==> src/rtl/corr_pkg.sv <==
// Shared types and width helpers for the correlation window accumulator.
// Default-configuration typedefs; parameterised users derive widths via corr_acc_w().
package corr_pkg;

  localparam int DEF_PIXEL_SIZE    = 8;
  localparam int DEF_LINE_SIZE     = 8;
  localparam int DEF_NUM_TEMPLATES = 4;
  localparam int DEF_NUM_LINES     = 8;

  // Accumulator width large enough that LINE_SIZE*NUM_LINES products never wrap
  function automatic int corr_acc_w(input int pixel_size, input int line_size, input int num_lines);
    return 2 * pixel_size + $clog2(line_size * num_lines);
  endfunction

  // Width of a single reduced line
  function automatic int corr_line_w(input int pixel_size, input int line_size);
    return 2 * pixel_size + $clog2(line_size);
  endfunction

  localparam int CORR_ACC_W = corr_acc_w(DEF_PIXEL_SIZE, DEF_LINE_SIZE, DEF_NUM_LINES);

  typedef logic [CORR_ACC_W-1:0] acc_t;

  typedef struct packed {
    acc_t                               sum_I;
    acc_t                               sum_I2;
    logic [DEF_NUM_TEMPLATES-1:0][CORR_ACC_W-1:0] sum_TI;
  } window_sums_t;

endpackage

==> src/rtl/line_adder_tree.sv <==
// Combinational unsigned adder tree reducing N words of IN_W bits.
// Output is IN_W + $clog2(N) bits wide, so the sum can never wrap.
module line_adder_tree #(
  parameter int N         = 8,
  parameter int IN_W      = 16,
  localparam int OUT_W    = IN_W + $clog2(N)
) (
  input  logic [N-1:0][IN_W-1:0] in_data,
  output logic [OUT_W-1:0]       sum
);

  localparam int LEVELS = $clog2(N);
  localparam int P2     = 1 << LEVELS;

  logic [OUT_W-1:0] tree_s [LEVELS+1][P2];

  // Balanced pairwise reduction; leaves beyond N are padded with zero
  always_comb begin
    for (int l = 0; l <= LEVELS; l++) begin
      for (int i = 0; i < P2; i++) begin
        tree_s[l][i] = {OUT_W{1'b0}};
      end
    end
    for (int i = 0; i < N; i++) begin
      tree_s[0][i] = OUT_W'(in_data[i]);
    end
    for (int l = 0; l < LEVELS; l++) begin
      for (int i = 0; i < (P2 >> (l + 1)); i++) begin
        tree_s[l+1][i] = tree_s[l][2*i] + tree_s[l][2*i+1];
      end
    end
  end

  assign sum = tree_s[LEVELS][0];

endmodule

==> src/rtl/correlation_window_accumulator.sv <==
// Reduces per-pixel I, I^2 and T*I lines and accumulates NUM_LINES lines into window sums.
// Optional macro CORR_PIPE_EN inserts a register stage between the adder trees and the accumulator.
module correlation_window_accumulator
  import corr_pkg::*;
#(
  parameter int PIXEL_SIZE    = 8,
  parameter int LINE_SIZE     = 8,
  parameter int NUM_TEMPLATES = 4,
  parameter int NUM_LINES     = 8,
  localparam int ACC_W        = corr_acc_w(PIXEL_SIZE, LINE_SIZE, NUM_LINES)
) (
  input  logic                                              CLK,
  input  logic                                              RST_N,
  input  logic                                              clr,
  input  logic                                              in_valid,
  output logic                                              in_ready,
  input  logic [LINE_SIZE-1:0][2*PIXEL_SIZE-1:0]            I_square_in_line,
  input  logic [LINE_SIZE-1:0][2*PIXEL_SIZE-1:0]            I_in_line,
  input  logic [NUM_TEMPLATES-1:0][LINE_SIZE-1:0][2*PIXEL_SIZE-1:0] T_x_I_in_lines_transpose,
  output logic                                              out_valid,
  input  logic                                              out_ready,
  output logic [ACC_W-1:0]                                  sum_I,
  output logic [ACC_W-1:0]                                  sum_I2,
  output logic [NUM_TEMPLATES-1:0][ACC_W-1:0]               sum_TI
);

  localparam int PROD_W = 2 * PIXEL_SIZE;
  localparam int LSUM_W = corr_line_w(PIXEL_SIZE, LINE_SIZE);
  localparam int CNT_W  = (NUM_LINES > 1) ? $clog2(NUM_LINES) : 1;
  localparam logic [CNT_W-1:0] LAST_CNT = CNT_W'(NUM_LINES - 1);

  typedef struct packed {
    logic [ACC_W-1:0]                    sum_I;
    logic [ACC_W-1:0]                    sum_I2;
    logic [NUM_TEMPLATES-1:0][ACC_W-1:0] sum_TI;
  } sums_t;

  logic [LSUM_W-1:0]                     line_i_s;
  logic [LSUM_W-1:0]                     line_i2_s;
  logic [NUM_TEMPLATES-1:0][LSUM_W-1:0]  line_ti_s;

  sums_t            line_sums_s;
  sums_t            feed_sums_s;
  sums_t            acc_next_s;
  sums_t            acc_r;
  sums_t            out_r;
  logic [CNT_W-1:0] line_cnt_r;
  logic             out_valid_r;
  logic             last_line_s;
  logic             accept_s;
  logic             feed_valid_s;
  logic             in_ready_s;

  line_adder_tree #(.N(LINE_SIZE), .IN_W(PROD_W)) u_tree_i (
    .in_data (I_in_line),
    .sum     (line_i_s)
  );

  line_adder_tree #(.N(LINE_SIZE), .IN_W(PROD_W)) u_tree_i2 (
    .in_data (I_square_in_line),
    .sum     (line_i2_s)
  );

  for (genvar t = 0; t < NUM_TEMPLATES; t++) begin : g_tree_ti
    line_adder_tree #(.N(LINE_SIZE), .IN_W(PROD_W)) u_tree_ti (
      .in_data (T_x_I_in_lines_transpose[t]),
      .sum     (line_ti_s[t])
    );
  end

  // Zero-extend each reduced line to accumulator width
  always_comb begin
    line_sums_s        = '0;
    line_sums_s.sum_I  = ACC_W'(line_i_s);
    line_sums_s.sum_I2 = ACC_W'(line_i2_s);
    for (int t = 0; t < NUM_TEMPLATES; t++) begin
      line_sums_s.sum_TI[t] = ACC_W'(line_ti_s[t]);
    end
  end

  assign last_line_s = (line_cnt_r == LAST_CNT);
  assign accept_s    = in_valid && in_ready_s;

`ifdef CORR_PIPE_EN
  logic  stage_valid_r;
  sums_t stage_sums_r;
  logic  stage_can_drain_s;

  // Staged line may enter the accumulator unless it would overwrite a held, undrained result
  assign stage_can_drain_s = !last_line_s || !out_valid_r || out_ready;
  assign in_ready_s        = RST_N && !clr && (!stage_valid_r || stage_can_drain_s);
  assign feed_valid_s      = stage_valid_r && stage_can_drain_s && !clr;
  assign feed_sums_s       = stage_sums_r;

  // Line register between the adder trees and the accumulator
  always_ff @(posedge CLK or negedge RST_N) begin
    if (!RST_N) begin
      stage_valid_r <= 1'b0;
      stage_sums_r  <= '0;
    end else if (clr) begin
      stage_valid_r <= 1'b0;
    end else if (accept_s) begin
      stage_valid_r <= 1'b1;
      stage_sums_r  <= line_sums_s;
    end else if (feed_valid_s) begin
      stage_valid_r <= 1'b0;
    end
  end
`else
  // Stall only on the last line while the output register is full and not draining
  assign in_ready_s   = RST_N && !clr && !(last_line_s && out_valid_r && !out_ready);
  assign feed_valid_s = accept_s;
  assign feed_sums_s  = line_sums_s;
`endif

  // Running window sum including the line being fed this cycle
  always_comb begin
    acc_next_s        = '0;
    acc_next_s.sum_I  = acc_r.sum_I + feed_sums_s.sum_I;
    acc_next_s.sum_I2 = acc_r.sum_I2 + feed_sums_s.sum_I2;
    for (int t = 0; t < NUM_TEMPLATES; t++) begin
      acc_next_s.sum_TI[t] = acc_r.sum_TI[t] + feed_sums_s.sum_TI[t];
    end
  end

  // Accumulator and line counter; restart after the last line of each window
  always_ff @(posedge CLK or negedge RST_N) begin
    if (!RST_N) begin
      acc_r      <= '0;
      line_cnt_r <= {CNT_W{1'b0}};
    end else if (clr) begin
      acc_r      <= '0;
      line_cnt_r <= {CNT_W{1'b0}};
    end else if (feed_valid_s) begin
      if (last_line_s) begin
        acc_r      <= '0;
        line_cnt_r <= {CNT_W{1'b0}};
      end else begin
        acc_r      <= acc_next_s;
        line_cnt_r <= line_cnt_r + CNT_W'(1);
      end
    end
  end

  // Output register: refill on window completion, otherwise drain on handshake
  always_ff @(posedge CLK or negedge RST_N) begin
    if (!RST_N) begin
      out_r       <= '0;
      out_valid_r <= 1'b0;
    end else if (feed_valid_s && last_line_s) begin
      out_r       <= acc_next_s;
      out_valid_r <= 1'b1;
    end else if (out_ready) begin
      out_valid_r <= 1'b0;
    end
  end

  assign in_ready  = in_ready_s;
  assign out_valid = out_valid_r;
  assign sum_I     = out_r.sum_I;
  assign sum_I2    = out_r.sum_I2;
  assign sum_TI    = out_r.sum_TI;

endmodule

==> config.mk <==
export PLATFORM = sky130hd
export DESIGN_NAME = correlation_window_accumulator
export DESIGN_NICKNAME = d
export VERILOG_FILES = /design/src/rtl/corr_pkg.sv /design/src/rtl/line_adder_tree.sv /design/src/rtl/correlation_window_accumulator.sv
export SDC_FILE = /design/constraint.sdc
export NUM_CORES = 2
export LEC_CHECK = 0
export BUFFER_PORTS_ARGS = -buffer_cell sky130_fd_sc_hd__buf_2
export CORE_MARGIN = 1.5
export CORE_UTILIZATION = 24
export CTS_CLUSTER_DIAMETER = 50
export DETAILED_ROUTE_END_ITERATION = 10
export PLACE_DENSITY = 0.54
export SLEW_MARGIN = 5
export SYNTH_ARGS = -nofsm -noshare
export SYNTH_HDL_FRONTEND = slang
export SYNTH_SLANG_ARGS = --single-unit
==> constraint.sdc <==
create_clock -name CLK -period 3.25 [get_ports CLK]
set_clock_uncertainty 0.05 [all_clocks]
set_input_delay 0.1625 -clock CLK [delete_from_list [all_inputs] [get_ports CLK]]
set_output_delay 0.1625 -clock CLK [all_outputs]
set_load 0.05 [all_outputs]
# After elaboration in Yosys (flattened, before gate mapping)
# Index checks and enable logic that the tools add are counted.
# Widths: inputs -> output; s select.
# classes
add_sub_neg	49
n_eq_ne	1
n_mux	8
n_reduce_logical	11
# ops
cell	n
$add 16x16->17	24
$mux 132	3
$add 19x19->19	18
$add 22x19->22	6
$mux 3	3
$logic_and 1x1->1	6
$reduce_bool 2->1	2
$add 3x1->3 const B	1
$eq 3x3->1 const B	1
$logic_not 1->1	3
$mux 1	2
# totals
regBits	268
output_inout_bits	134
elab_cells	83

# Depth between registers and ports, before layout
# depth
word_depth	8
mapped_depth	32
ltp_nobuf	32

# Cells and area by module
# Synthesis repeated with hierarchy kept, for this count alone.
# hier_totals
hier_cells	3998
hier_area_um2	36060.8
# by_module_without_submodules
mod	instances	cells_each	area_each_um2	seq_area_each_um2
correlation_window_accumulator	1	1637	15528.6	6706.4
line_adder_tree (g_tree_ti[0].u_tree_ti ...)	3	387	3379.5	0.0
line_adder_tree (g_tree_ti[3].u_tree_ti ...)	2	405	3500.9	0.0
line_adder_tree (u_tree_i2)	1	390	3392.0	0.0

# Worst setup path after synthesis
# No wires, ideal clock.
# synth_path
kind	input port to flip-flop
startpoint	input port T_x_I_in_lines_transpose[32] (netlist bit)
endpoint	register out_r, in the netlist sum_TI[20]
setup_ns	0.130
arrival_ns	5.873
required_time_ns	3.070
path_slack_ns	-2.802
stages	26
n_path_buf	0
cell_sequence	ha_1 fa_1 inv_1 fa_1 fa_1 inv_1 ha_1 fa_1 a21o_1 a21oi_1 o21ai_1 o41ai_2 o211ai_1 o21ai_0 nand2b_1 xor2_1 ha_1 a21o_1 a21o_1 a21o_1 or3_1 a221oi_2 nor3_1 o31ai_2 xnor2_1 o21ai_1
# synth_between
elab_chain_cells	4
# synth_lines
element	line	text
start, declared	correlation_window_accumulator.sv:19	input logic [NUM_TEMPLATES-1:0][LINE_SIZE-1:0][2*PIXEL_SIZE-1:0] T_x_I_in_lines_transpose,
$add 16x16->17	line_adder_tree.sv:29	tree_s[l+1][i] = tree_s[l][2*i] + tree_s[l][2*i+1];
$add 19x19->19 (2 in a row)	line_adder_tree.sv:29	
$add 22x19->22	correlation_window_accumulator.sv:122	acc_next_s.sum_TI[t] = acc_r.sum_TI[t] + feed_sums_s.sum_TI[t];
end signal, assigned	correlation_window_accumulator.sv:151	out_r <= acc_next_s;
end, declared	correlation_window_accumulator.sv:46	sums_t out_r;
# Every way passes these cells.
# A chain may end at the register's enable or synchronous reset.

# Final worst setup path
# layout_path
startpoint	input port T_x_I_in_lines_transpose[416] (netlist bit)
endpoint	register acc_r[86] (netlist bit)
# layout_between
elab_chain_cells	7
# layout_lines
element	line	text
$add 16x16->17	line_adder_tree.sv:29	
$add 19x19->19 (2 in a row)	line_adder_tree.sv:29	
$add 22x19->22	correlation_window_accumulator.sv:122	
$mux 132	correlation_window_accumulator.sv:135	if (last_line_s) begin
$mux 132	correlation_window_accumulator.sv:134	end else if (feed_valid_s) begin
$mux 132	correlation_window_accumulator.sv:131	end else if (clr) begin
end signal, assigned	correlation_window_accumulator.sv:139	acc_r <= acc_next_s;
end, declared	correlation_window_accumulator.sv:45	sums_t acc_r;
# Every way passes these cells. The select of a mux whose other input is x is not followed.

==> flow_metrics.py <==
metrics = {
    "detailed_routing": {
        "antenna_left": 0,
        "dr.pass1.iters": 5,
        "wl_met1_um": 60420,
        "drc": 0,
        "route.top_layer_used": "met5",
        "via_per_inst": 4.620,
        "wl_met3_um": 9619,
        "wl_met2_um": 75390,
        "drt_wl_total_um": 150200,
        "vias": 39974,
        "wl_per_cell_um": 17.35,
        "drt_iter0_markers": 1291,
    },
    "critical_path": {
        "critPathMaxStageDelay_ns": 0.57,
        "cp-start-kind": "input pin",
        "crit_path_frequent_cell": "a21o_1",
        "endpoint_kind": "flip-flop",
        "critPathSlowestCell": "fa_2",
        "worstPathRequired_ns": 3.66,
        "critical_path_class": "in -> reg",
        "path_buf_inv": 2,
        "worstPathMaxFanout": 4,
        "crit_family": "adder cells",
        "cp.arrival_ns": 6.14,
    },
    "yosys": {
        "synthCells": 4309,
        "syn_area_sq_um": 39060,
        "synth_common_cells": "620 x ha_1, 390 x xnor2_1, 354 x a21oi_1",
        "ys.flop_type": "dfrtp_1",
        "yosysWarnings": 0,
        "syn_area_per_cell_sq_um": 9.064,
        "postSynthRegisterBits": 268,
        "syn-num-nets": 5936,
        "synth_area_leaders": "ha_1 20%, dfrtp_1 17%, fa_1 12%",
        "synth_most_common_cell": "ha_1",
        "yosysSeqAreaShare_pct": 17.17,
        "synth_top_area_share_pct": 19.86,
        "synthArstFlopShare_pct": 100.0,
        "synth_top_area_cell": "ha_1",
        "synth_enable_flop_cells": 0,
        "ys_types": 76,
    },
    "cts": {
        "clk_path_buf_depth": 3,
        "cts_sinks": 268,
        "clock_latency_ns": 0.57,
        "cts-root-buf": "clkbuf_16",
        "clk_pin_slew_ns": 0.06,
        "cts_tree": "yes",
        "numCtsBuffers": 46,
        "h-tree-depth": 2,
    },
    "sta": {
        "final.setup.tns_ns": -343.59,
        "drv_slew": 0,
        "relSlewSlack_pct": 47.72,
        "worst_pin_slew_ns": 0.7842,
        "hold_viol": 0,
        "rsz0062_at_grt": "yes",
        "setup_viol": 229,
        "setup_ws_ns": -2.480,
        "fmax_ghz": 0.1745,
        "period_needed_ns": 5.730,
        "period_share_pct": 176.3,
    },
    "floorplanning": {
        "coreArea_sq_um": 161100,
        "die_w_um": 406.4,
        "fp.dieH_um": 406.4,
        "initial_core_util_pct": 24.24,
        "rows": 147,
        "io_pins": 907,
        "dieArea_sq_um": 165200,
    },
    "global_route": {
        "grt_max_degree": 118,
        "grt_first_pass_wirelength_um": 225200,
        "antenna_found_initial": 14,
        "grt_pass1_vias": 41542,
        "grt_overflow": 0,
        "grt_usage_pct": 17.32,
    },
    "place": {
        "hpwlAfterDp_um": 127100,
        "gp_congestion": 0.9259,
        "dp_worst_setup_slack_ns": -3.233,
        "port_buffers": 906,
    },
    "layout": {
        "layout-drive-gt1-share_pct": 47.64,
        "nets": 8074,
        "final_util_pct": 39.21,
        "syn_to_final_growth_pct": 61.76,
    },
    "min_path": {
        "hp-class": "in -> reg",
    },
    "flow_run": {
        "maxCapViolations": 0,
    },
    "run_status": {
        "violations": "negative setup slack",
        "status": "finished with violations",
    },
}
-- flip-flops by register name, summed over array words and instances (netlist names) --
| signal | flops |
|---|---|
| acc_r | 132 |
| sum_TI | 88 |
| sum_I2 | 22 |
| sum_I | 22 |
| line_cnt_r | 3 |
| out_valid | 1 |
-- cell families (layout without fill, tap and decap cells) --
group                      count (synthesis)  after routing  share of synthesized area (%)
and+or+nand+nor                          981            981                          11.98
muxes                                    108            108                          3.104
buffers and inverters                    332           2507                          3.191
xor gates and xnor gates                 507            507                          11.37
adders and majority gates                854            854                          31.86
AOI/OAI and AO/OA                       1259           1259                          21.33
other                                      0              9                              0
DFF                                      268            268                          17.17
-- path summary, 6_finish.rpt --
kind	start	end	slack (ns)	cells after the start
max in group asynchronous	RST_N	sum_TI[1]	0.99	5
worst max register to register	acc_r[44]	sum_TI[58]	0.35	12
worst min register to register	sum_TI[68]	sum_TI[68]	0.43	2
min in group asynchronous	RST_N	acc_r[85]	0.60	3
worst min-delay path	T_x_I_in_lines_transpose[144]	acc_r[22]	0.18	5
worst max-delay path	T_x_I_in_lines_transpose[416]	acc_r[86]	-2.48	28
-- area by class of cell --
class	count	area [sq um]
clock buffers	57	1306
diodes	9	22.52
clock inverters	28	397.9
well taps	2160	2703
fillers	16135	97940
repair buffers	2140	14480
multi-input cells	3709	36500
inverters	282	1061
flip-flops and latches	268	6706
-- timing repair --
item,CTS,global route
hold buffers,7,0
endpoints found under the hold margin,154,0
resized for setup,365,404
endpoints found under the setup margin,225,233
pin swaps,272,344
buffers inserted,65,85
-- placed cells by master (no fill, tap or decap), types with 83 or more instances in the layout --
cell        n
fa_1      207
buf_2     873
dfrtp_1   268
o21ai_0    96
ha_1      501
inv_1     248
a21o_1    152
buf_6     111
o21ai_1    83
nand2_1   210
nor2_1    213
xor2_1     89
a22o_1    111
nor3_1    109
xnor2_1   301
ha_4       95
buf_4    1133
a21oi_2   101
a21oi_1   223
-- stage by stage --
step	hold WS (ns)	std cells	area, sq um
detailed placement	-0.01116	8433	56300
floorplan	-0.1831	4309	40800
finish	0.1792	8653	63180
CTS	0.1244	8581	60460
global route	0.1753	8652	63180
global placement	-0.01377	8433	56300
-- metal layers --
metal | up-vias | track usage [%]
met2 | 787 | 31.18
met3 | 203 | 4.390
met1 | 19096 | 19.87
li1 | 19884 | -
met5 | - | 0
met4 | 4 | 5.427
-- worst min-delay path: stages --
cell	delay [ns]
buf_2	0.08
ha_1	0.13
ha_1	0.14
ha_1	0.13
a22o_1	0.12
Power is left out: the tool's default activity adds up to more than one toggle a clock period on the data nets, which glitch-free logic cannot reach.
